$ cat src/rtl/pcie_pkg.sv
// Shared types for the PCIe transaction-layer TX path.
// FSM states, header field offsets and the output beat bundle.
package pcie_pkg;

    typedef enum logic {
        IDLE = 1'b0,
        DATA = 1'b1
    } tx_state_t;

    localparam int LEN_L_LSB = 24;
    localparam int LEN_L_MSB = 31;
    localparam int LEN_H_LSB = 16;
    localparam int LEN_H_MSB = 17;

    typedef struct packed {
        logic [255:0] data;
        logic         sop;
        logic         eop;
    } tlp_beat_t;

    // Data beats after the header, minus one; a zero length field means 1024 DW.
    function automatic logic [7:0] p_beat_cnt(input logic [127:0] hdr);
        logic [9:0]  len;
        logic [10:0] dw;
        len = {hdr[LEN_H_MSB:LEN_H_LSB], hdr[LEN_L_MSB:LEN_L_LSB]};
        dw  = (len == 10'd0) ? 11'd1024 : {1'b0, len};
        dw  = dw - 11'd1;
        return dw[10:3];
    endfunction

endpackage

$ cat src/rtl/tl_rr_arb2.sv
// Two-requester round-robin arbiter (P vs NP).
// The last-grant flop gives NP priority right after a P grant.
module tl_rr_arb2 (
    input  logic clk,
    input  logic rst,
    input  logic en,
    input  logic req_p,
    input  logic req_np,
    output logic gnt_p,
    output logic gnt_np
);

    logic last_p;

    always_comb begin
        gnt_p  = 1'b0;
        gnt_np = 1'b0;
        if (en) begin
            unique case (1'b1)
                (req_p & req_np): begin
                    gnt_np = last_p;
                    gnt_p  = !last_p;
                end
                (req_p & !req_np): gnt_p  = 1'b1;
                (!req_p & req_np): gnt_np = 1'b1;
                default: ;
            endcase
        end
    end

    always_ff @(posedge clk or posedge rst) begin
        if (rst) begin
            last_p <= 1'b0;
        end else if (gnt_p) begin
            last_p <= 1'b1;
        end else if (gnt_np) begin
            last_p <= 1'b0;
        end
    end

endmodule

$ cat src/rtl/tl_tx_arb.sv
// TLP transmit arbiter: merges NP and P header/data FIFOs
// into a single registered 256-bit beat stream.
module tl_tx_arb
    import pcie_pkg::*;
#(
    parameter int TX_DEPTH_LG2 = 3
) (
    input  logic                    clk,
    input  logic                    rst,
    input  logic                    np_hdr_empty_i,
    input  logic [127:0]            np_hdr_rdata_i,
    output logic                    np_hdr_rden_o,
    input  logic                    p_hdr_empty_i,
    input  logic [127:0]            p_hdr_rdata_i,
    output logic                    p_hdr_rden_o,
    input  logic                    p_data_empty_i,
    input  logic [255:0]            p_data_rdata_i,
    output logic                    p_data_rden_o,
    input  logic [TX_DEPTH_LG2-1:0] p_payload_cnt_i,
    output logic                    p_sent_o,
    output logic                    tlp_valid_o,
    input  logic                    tlp_ready_i,
    output logic [255:0]            tlp_data_o,
    output logic                    tlp_sop_o,
    output logic                    tlp_eop_o
);

    tx_state_t state, state_nx;
    logic [7:0] beat_cnt, beat_cnt_nx;
    tlp_beat_t  beat_nx;
    logic       load;
    logic       load_ok;
    logic       p_elig, np_elig;
    logic       arb_en;
    logic       gnt_p, gnt_np;

    assign load_ok = !tlp_valid_o | tlp_ready_i;
    assign p_elig  = !p_hdr_empty_i && (p_payload_cnt_i != '0);
    assign np_elig = !np_hdr_empty_i;
    // Gated by rst so no pop leaks out while the FIFOs are being cleared.
    assign arb_en  = (state == IDLE) && load_ok && !rst;

    tl_rr_arb2 u_arb (
        .clk    (clk),
        .rst    (rst),
        .en     (arb_en),
        .req_p  (p_elig),
        .req_np (np_elig),
        .gnt_p  (gnt_p),
        .gnt_np (gnt_np)
    );

    assign np_hdr_rden_o = gnt_np;
    assign p_hdr_rden_o  = gnt_p;

    always_comb begin
        state_nx      = state;
        beat_cnt_nx   = beat_cnt;
        beat_nx       = '0;
        load          = 1'b0;
        p_data_rden_o = 1'b0;
        p_sent_o      = 1'b0;
        unique case (state)
            IDLE: begin
                if (gnt_np) begin
                    load         = 1'b1;
                    beat_nx.data = {128'd0, np_hdr_rdata_i};
                    beat_nx.sop  = 1'b1;
                    beat_nx.eop  = 1'b1;
                end else if (gnt_p) begin
                    load         = 1'b1;
                    beat_nx.data = {128'd0, p_hdr_rdata_i};
                    beat_nx.sop  = 1'b1;
                    beat_cnt_nx  = p_beat_cnt(p_hdr_rdata_i);
                    state_nx     = DATA;
                end
            end
            DATA: begin
                if (load_ok && !p_data_empty_i) begin
                    p_data_rden_o = 1'b1;
                    load          = 1'b1;
                    beat_nx.data  = p_data_rdata_i;
                    beat_nx.eop   = (beat_cnt == 8'd0);
                    if (beat_cnt == 8'd0) begin
                        p_sent_o = 1'b1;
                        state_nx = IDLE;
                    end else begin
                        beat_cnt_nx = beat_cnt - 8'd1;
                    end
                end
            end
            default: state_nx = IDLE;
        endcase
    end

    always_ff @(posedge clk or posedge rst) begin
        if (rst) begin
            state    <= IDLE;
            beat_cnt <= 8'd0;
        end else begin
            state    <= state_nx;
            beat_cnt <= beat_cnt_nx;
        end
    end

    always_ff @(posedge clk or posedge rst) begin
        if (rst) begin
            tlp_valid_o <= 1'b0;
            tlp_data_o  <= '0;
            tlp_sop_o   <= 1'b0;
            tlp_eop_o   <= 1'b0;
        end else if (load) begin
            tlp_valid_o <= 1'b1;
            tlp_data_o  <= beat_nx.data;
            tlp_sop_o   <= beat_nx.sop;
            tlp_eop_o   <= beat_nx.eop;
        end else if (tlp_ready_i) begin
            tlp_valid_o <= 1'b0;
        end
    end

endmodule

$ cat config.mk
export PLATFORM = sky130hd
export DESIGN_NAME = tl_tx_arb
export DESIGN_NICKNAME = d
export VERILOG_FILES = /design/src/rtl/pcie_pkg.sv /design/src/rtl/tl_rr_arb2.sv /design/src/rtl/tl_tx_arb.sv
export SDC_FILE = /design/constraint.sdc
export NUM_CORES = 1
export LEC_CHECK = 0
export ABC_AREA = 1
export CORE_AREA = 2 2 303 305
export CTS_CLUSTER_DIAMETER = 200
export DETAILED_ROUTE_END_ITERATION = 10
export DIE_AREA = 0 0 305 307
export GPL_ROUTABILITY_DRIVEN = 0
export PLACE_DENSITY = 0.48
export SKIP_CTS_REPAIR_TIMING = 1
export SLEW_MARGIN = 25
export SYNTH_ARGS = -nofsm -noshare
export SYNTH_HDL_FRONTEND = slang
export SYNTH_SLANG_ARGS = --single-unit
$ cat constraint.sdc
create_clock -name clk -period 21.8 [get_ports clk]
set_input_delay 2.18 -clock clk [delete_from_list [all_inputs] [get_ports clk]]
set_output_delay 2.18 -clock clk [all_outputs]
set_load 0.1 [all_outputs]
==> results.sh, run 1 <==
export IMPL_r2r_start="state$_DFF_PP0_"
export IMPL_final_cell_mix="nand2_1 (1093), clkdlybuf4s50_1 (772), nor2_1 (277)"
export IMPL_reg2reg_depth=11
export IMPL_path_clk_slew_ns=0.05
export IMPL_drv_cap=0
export IMPL_ios=784
export IMPL_wl_met3_um=4420
export IMPL_synth_seq_area_share_pct=51.5
export IMPL_dieArea_um2=93600
export IMPL_min_from="tlp_data_o[18]$_DFFE_PP0P_"
export IMPL_power_leakage_nw=11.6
export IMPL_finalMaxSlewViolations=0
export IMPL_ctsRootBufferMaster="clkbuf_16"
export IMPL_drive_gt1_share_pct=3.48
export IMPL_cts_sinks=269
export IMPL_die_h_um=307
export IMPL_setup_ws_ns=14.94
export IMPL_max_freq_mhz=146
export IMPL_grt_usage_pct=12.4
export IMPL_final_setup_viol_count=0
export IMPL_worst_path_buf_inv=4
export IMPL_slew_headroom_pct=26.2
export IMPL_status="complete, no violations"
export IMPL_synth_seq_cells=269
export IMPL_dpl_cell_count=3819
export IMPL_power_density_nw_per_um2=184
export IMPL_cts_tree="built"
export IMPL_crit_path_cell_trace="clkdlybuf4s50_1 > inv_1 > a21oi_2 > nand2_4 > inv_4 > clkdlybuf4s50_1"
export IMPL_r2r_end="tlp_data_o[1]$_DFFE_PP0P_"
export IMPL_dr_pass1_iters=4
export IMPL_routed_top_layer="met4"
export IMPL_instances_no_fill=3885
export IMPL_drt_met1_wl_um=25700
export IMPL_cp_arrival_ns=4.68
export IMPL_synth_top_cell_by_area="dfrtp_1"
export IMPL_std_cell_rows=111
export IMPL_synth_top_area_share_pct=51.5
export IMPL_synth_area_um2=13100
export IMPL_overflow=0
export IMPL_layout_commonest_cell="nand2_1"
export IMPL_fin_nets=3194
export IMPL_cts_buffers=37
export IMPL_dp_hpwl_um=45200
export IMPL_whs_path_depth=2
export IMPL_critical_path_class="in -> out"
export IMPL_yosysWarningCount=0
export IMPL_synthesis_nets=2440
export IMPL_synthTopCellsByArea="dfrtp_1 (52%), nand2_1 (31%), nor2_1 (8.0%)"
export IMPL_syn2layout_area_growth_pct=78.8
export IMPL_cp_slowest_cell="clkdlybuf4s50_1"
export IMPL_htreeDepth=2
export IMPL_crit_family="buffers and inverters"
export IMPL_clock_skew_ns=0.0267
export IMPL_clk_latency_ns=0.56
export IMPL_crit_path_frequent_cell="clkdlybuf4s50_1"
export IMPL_final_util_pct=25.8
export IMPL_grt_max_degree=92
export IMPL_synth_avg_cell_area_um2=6.81
export IMPL_endpoint_kind="output port"
export IMPL_grt_pass1_vias=13800
export IMPL_io_buffers=783
export IMPL_startpoint_type="input pin"
export IMPL_start_util_pct=14.4
export IMPL_drtIter0Drc=604
export IMPL_wl_per_cell_um=15.5
export IMPL_pwr_share_comb_pct=65.2
export IMPL_grt_pass1_wl_um=88300
export IMPL_netSwitchingPower_mw=2.58
export IMPL_core_area_um2=90700
export IMPL_pre_cts_ws_ns=14.85
export IMPL_netlist_instances=1918
export IMPL_switching_share_pct=60.1
export IMPL_required_ns=19.62
export IMPL_power_frac_clock_pct=14.6
export IMPL_worst_pin_slew_ns=1.10
export IMPL_holdPathEnd="tlp_data_o[18]$_DFFE_PP0P_"
export IMPL_antenna_found_initial=3
export IMPL_fin_crit_sh_pct=31.4
export IMPL_drc=0
export IMPL_postRouteAntennaNets=0
export IMPL_cts_buffer_depth=3
export IMPL_hold_viol_final=0
export IMPL_rsz0062_at_grt="no"
export IMPL_cp_max_fo=38
export IMPL_internal_power_mw=1.71
export IMPL_critPathMaxStageDelay_ns=1.23
export IMPL_r2r_slack_ns=18.39
export IMPL_seqPwrFrac_pct=20.2
export IMPL_worst_hold_slack_ns=0.465
export IMPL_fillers=10100
export IMPL_synth_cell_types=18
export IMPL_tns_ns=0
export IMPL_die_w_um=305
export IMPL_ir_drop_mv=0.0540
export IMPL_critical_path_depth=6
export IMPL_num_vias=13900
export IMPL_wl_met2_um=28900
export IMPL_wirelength_um=60200
export IMPL_via_per_inst=3.57
export IMPL_hp_class="reg -> reg"
export IMPL_period_minus_slack_ns=6.86
## final cells by class
cell class              instances  area [µm²]  share of cell area (%)
diodes                          1        2.50                  0.0107
clock buffers                  54        1090                    4.67
flip-flops and latches        269        6730                    28.8
inverters                     154         591                    2.53
multi-input cells            1409        5390                    23.1
well taps                    1186        1480                    6.35
clock inverters                11         141                   0.605
repair buffers                801        7930                    34.0
## flip-flops by register name (all words and copies together) (netlist names)
register / flops
tlp_data_o: 256
tlp_valid_o: 1
tlp_sop_o: 1
u_arb.last_p: 1
tlp_eop_o: 1
state: 1
beat_cnt: 8
## worst register-to-register path, cell delays in order, from the launching register on
cell and delay [ns]:
dfrtp_1 0.53, nor2_1 0.21, nand2_1 0.07, nor2_1 0.14, nand2_1 0.14, inv_4 0.11
buf_4 0.58, buf_4 0.77, nand2_1 0.22, nand2_1 0.30, nor2_1 0.19, nand2_1 0.10
## Yosys cell counts
cell type,count
xnor2_1,2
o21a_1,1
nand3_1,15
o21ai_0,13
buf_1,4
nor2_4,1
clkbuf_1,38
dfrtp_1,269
nor2_1,277
buf_2,43
nand4_1,2
inv_1,154
a21oi_2,1
buf_4,1
nand2_1,1094
ha_1,1
nor3_4,1
or2_2,1
## how the worst max path moves through the flow
stage                      startpoint                       to  slack, ns
after CTS                 tlp_ready_i            p_data_rden_o      14.85
final                     tlp_ready_i            p_data_rden_o      14.94
after detailed placement  tlp_ready_i            p_data_rden_o      14.85
after global placement    tlp_ready_i            p_data_rden_o      14.84
after global routing      tlp_ready_i            p_data_rden_o      14.80
after floorplan                   rst  beat_cnt[0]$_DFFE_PP0P_      12.21
## stage by stage
step	area, µm²	power [mW]
3_3_place_gp	22100	3.70
5_1_grt	23400	4.50
4_1_cts	23400	4.36
3_5_place_dp	22100	3.70
2_1_floorplan	13100	2.91
6_report	23400	4.29
## per-layer routing
layer  global-route usage [%]  vias up
met5                        0        -
met4                     2.91        0
met3                     3.71       50
met2                     21.2      500
met1                     15.1     6167
li1                         -     7134
## cells by family after synthesis
| kind of cell | Yosys count | synth area share (%) |
|---|---|---|
| compound gates | 15 | 0.622 |
| xor+xnor | 2 | 0.134 |
| buf+inv | 240 | 7.33 |
| flops | 269 | 51.5 |
| simple gates | 1391 | 40.3 |
| fa+ha+maj | 1 | 0.0957 |
## power by group through the flow
| stage | sequential [mW] | clock, mW | combinational (mW) |
|---|---|---|---|
| final | 0.865 | 0.629 | 2.80 |
| after global routing | 0.898 | 0.681 | 2.92 |
| after CTS | 0.868 | 0.657 | 2.83 |
| after detailed placement | 0.871 | 0 | 2.83 |
| after global placement | 0.865 | 0 | 2.83 |
| after floorplan | 2.50 | 0 | 0.412 |
(Power assumes the default switching activity.)
==> run 2: changes to the inputs <==
--- a/config.mk
+++ b/config.mk
@@ -11,7 +11,7 @@
 export DETAILED_ROUTE_END_ITERATION = 10
 export DIE_AREA = 0 0 305 307
 export GPL_ROUTABILITY_DRIVEN = 0
-export PLACE_DENSITY = 0.48
+export PLACE_DENSITY = 0.49
 export SKIP_CTS_REPAIR_TIMING = 1
 export SLEW_MARGIN = 25
 export SYNTH_ARGS = -nofsm -noshare
==> constraint.sdc (replaced) <==
create_clock -name clk -period 5.8 [get_ports clk]
set_input_delay 0.58 -clock clk [delete_from_list [all_inputs] [get_ports clk]]
set_output_delay 0.58 -clock clk [all_outputs]
set_load 0.1 [all_outputs]
==> run 2 against run 1 <==
Net effect:
- die area unchanged
- critical endpoint unchanged
- clock-buffer cell count down 6
- routed wire length up 1.8%
- register-to-register slack worse by 16 ns
- sequential cell count unchanged
- total power rose to 3.7 times the previous value
- sequential share of layout area up 0.17 points
- sequential power rose to 3.8 times the previous value
==> results.sh, run 2 (synthesis results as in run 1) <==
export IMPL_status="complete, no violations"
export IMPL_postRouteAntennaNets=0
export IMPL_required_ns=5.22
export IMPL_grt_usage_pct=12.6
export IMPL_tns_ns=0
export IMPL_period_minus_slack_ns=4.18
export IMPL_hold_viol_final=0
export IMPL_drive_gt1_share_pct=4.12
export IMPL_instances_no_fill=3881
export IMPL_die_h_um=307
export IMPL_dp_hpwl_um=45900
export IMPL_grt_max_degree=165
export IMPL_std_cell_rows=111
export IMPL_endpoint_kind="output port"
export IMPL_max_freq_mhz=239
export IMPL_dieArea_um2=93600
export IMPL_cp_max_fo=64
export IMPL_power_density_nw_per_um2=690
export IMPL_path_clk_slew_ns=0.06
export IMPL_grt_pass1_vias=13900
export IMPL_cp_arrival_ns=3.60
export IMPL_core_area_um2=90700
export IMPL_dpl_cell_count=3815
export IMPL_antenna_found_initial=7
export IMPL_r2r_slack_ns=2.62
export IMPL_ctsRootBufferMaster="clkbuf_16"
export IMPL_gr_usage_met3_pct=4.16
export IMPL_final_cell_mix="nand2_1 (1093), clkdlybuf4s50_1 (755), nor2_1 (277)"
export IMPL_cts_sinks=269
export IMPL_clk_latency_ns=0.55
export IMPL_cts_buffers=36
export IMPL_rsz0062_at_grt="no"
export IMPL_startpoint_type="input pin"
export IMPL_dr_pass1_iters=5
export IMPL_slew_headroom_pct=25.3
export IMPL_fin_crit_sh_pct=72.1
export IMPL_drc=0
export IMPL_largest_reg_flops=256
export IMPL_drv_cap=0
export IMPL_ir_drop_mv=0.389
export IMPL_htreeDepth=2
export IMPL_grt_busiest_layer="met2"
export IMPL_ios=784
export IMPL_final_setup_viol_count=0
export IMPL_clock_skew_ns=0.0175
export IMPL_start_util_pct=14.4
export IMPL_cts_buffer_depth=3
export IMPL_gr_usage_met1_pct=15.2
export IMPL_wl_per_cell_um=15.8
export IMPL_critical_path_class="in -> out"
export IMPL_overflow=0
export IMPL_drtIter0Drc=693
export IMPL_io_buffers=783
export IMPL_via_per_inst=3.57
export IMPL_regMostFlops="tlp_data_o"
export IMPL_power_leakage_nw=11.6
export IMPL_fin_nets=3189
export IMPL_wirelength_um=61300
export IMPL_use_met2_pct=21.6
export IMPL_grt_pass1_wl_um=89400
export IMPL_syn2layout_area_growth_pct=77.7
export IMPL_cts_tree="built"
export IMPL_layout_commonest_cell="nand2_1"
export IMPL_reg_top3="tlp_data_o (256), beat_cnt (8)"
export IMPL_worst_pin_slew_ns=1.12
export IMPL_hp_class="reg -> reg"
export IMPL_finalMaxSlewViolations=0
export IMPL_die_w_um=305
export IMPL_num_vias=13900
[run 2: cell types whose count changed in the layout (fill, tap and decap cells not counted), moves of 2 or more]
| cell | delta |
|---|---|
| clkdlybuf4s50_1 | -17 |
| buf_2 | +14 |
| clkbuf_1 | -4 |
| clkinv_2 | +4 |
| buf_12 | +3 |
| buf_4 | -3 |
| clkinvlp_4 | +3 |
| inv_6 | +2 |
[run 2: layout make-up]
type / instances / area, µm²
antenna: 1 / 2.50
clock buffer: 48 / 1040
clock inverter: 17 / 148
fill: 10100 / 67500
inverter: 154 / 587
multi-input combinational: 1409 / 5390
sequential: 269 / 6730
tap: 1186 / 1480
timing repair buffer: 797 / 7850
[run 2: stage by stage]
step           setup slack, ns  power [mW]  instance area, µm²  util [%]  hold WS [ns]
3_3_place_gp              1.55        13.9               22200      24.4         0.452
2_1_floorplan             1.67        10.9               13100         -         0.465
6_report                  1.62        16.0               23200      25.6         0.462
3_5_place_dp              1.54        13.9               22000      24.3         0.454
5_1_grt                   1.42        16.8               23200      25.6         0.485
4_1_cts                   1.53        16.3               23200      25.6         0.469
[run 2: report_power, final]
part           internal (mW)  leakage, nW  total, mW  switching [mW]
Combinational           2.18         7.67       10.5            8.30
Clock                   1.35        0.592       2.29           0.939
Sequential              2.76         3.34       3.26           0.499
[run 2: critical path, stage by stage]
cell and delay, ns:
clkdlybuf4s50_1 0.56, a21oi_2 0.28, nand2_4 0.24, inv_4 0.58, clkdlybuf4s50_1 1.27
[run 2: path summary, 6_finish.rpt]
| kind | cells past startpoint | to | start |
|---|---|---|---|
| worst max register to register | 9 | tlp_data_o[1]$_DFFE_PP0P_ | state$_DFF_PP0_ |
| worst min register to register | 2 | tlp_data_o[64]$_DFFE_PP0P_ | tlp_data_o[64]$_DFFE_PP0P_ |
| worst min-delay path | 2 | tlp_data_o[64]$_DFFE_PP0P_ | tlp_data_o[64]$_DFFE_PP0P_ |
| worst max-delay path | 5 | p_data_rden_o | p_data_empty_i |
| min in group asynchronous | 3 | state$_DFF_PP0_ | rst |
| max in group asynchronous | 4 | tlp_data_o[100]$_DFFE_PP0P_ | rst |
[run 2: metal layers]
layer  part of all wire, %  vias to the layer above  routed length [µm]
met1                    42                     6188               26000
met5                 0.093                        -                  57
met3                   7.9                       64                4850
met4                   2.1                        8                1280
li1                      -                     7112                   -
met2                    48                      499               29100
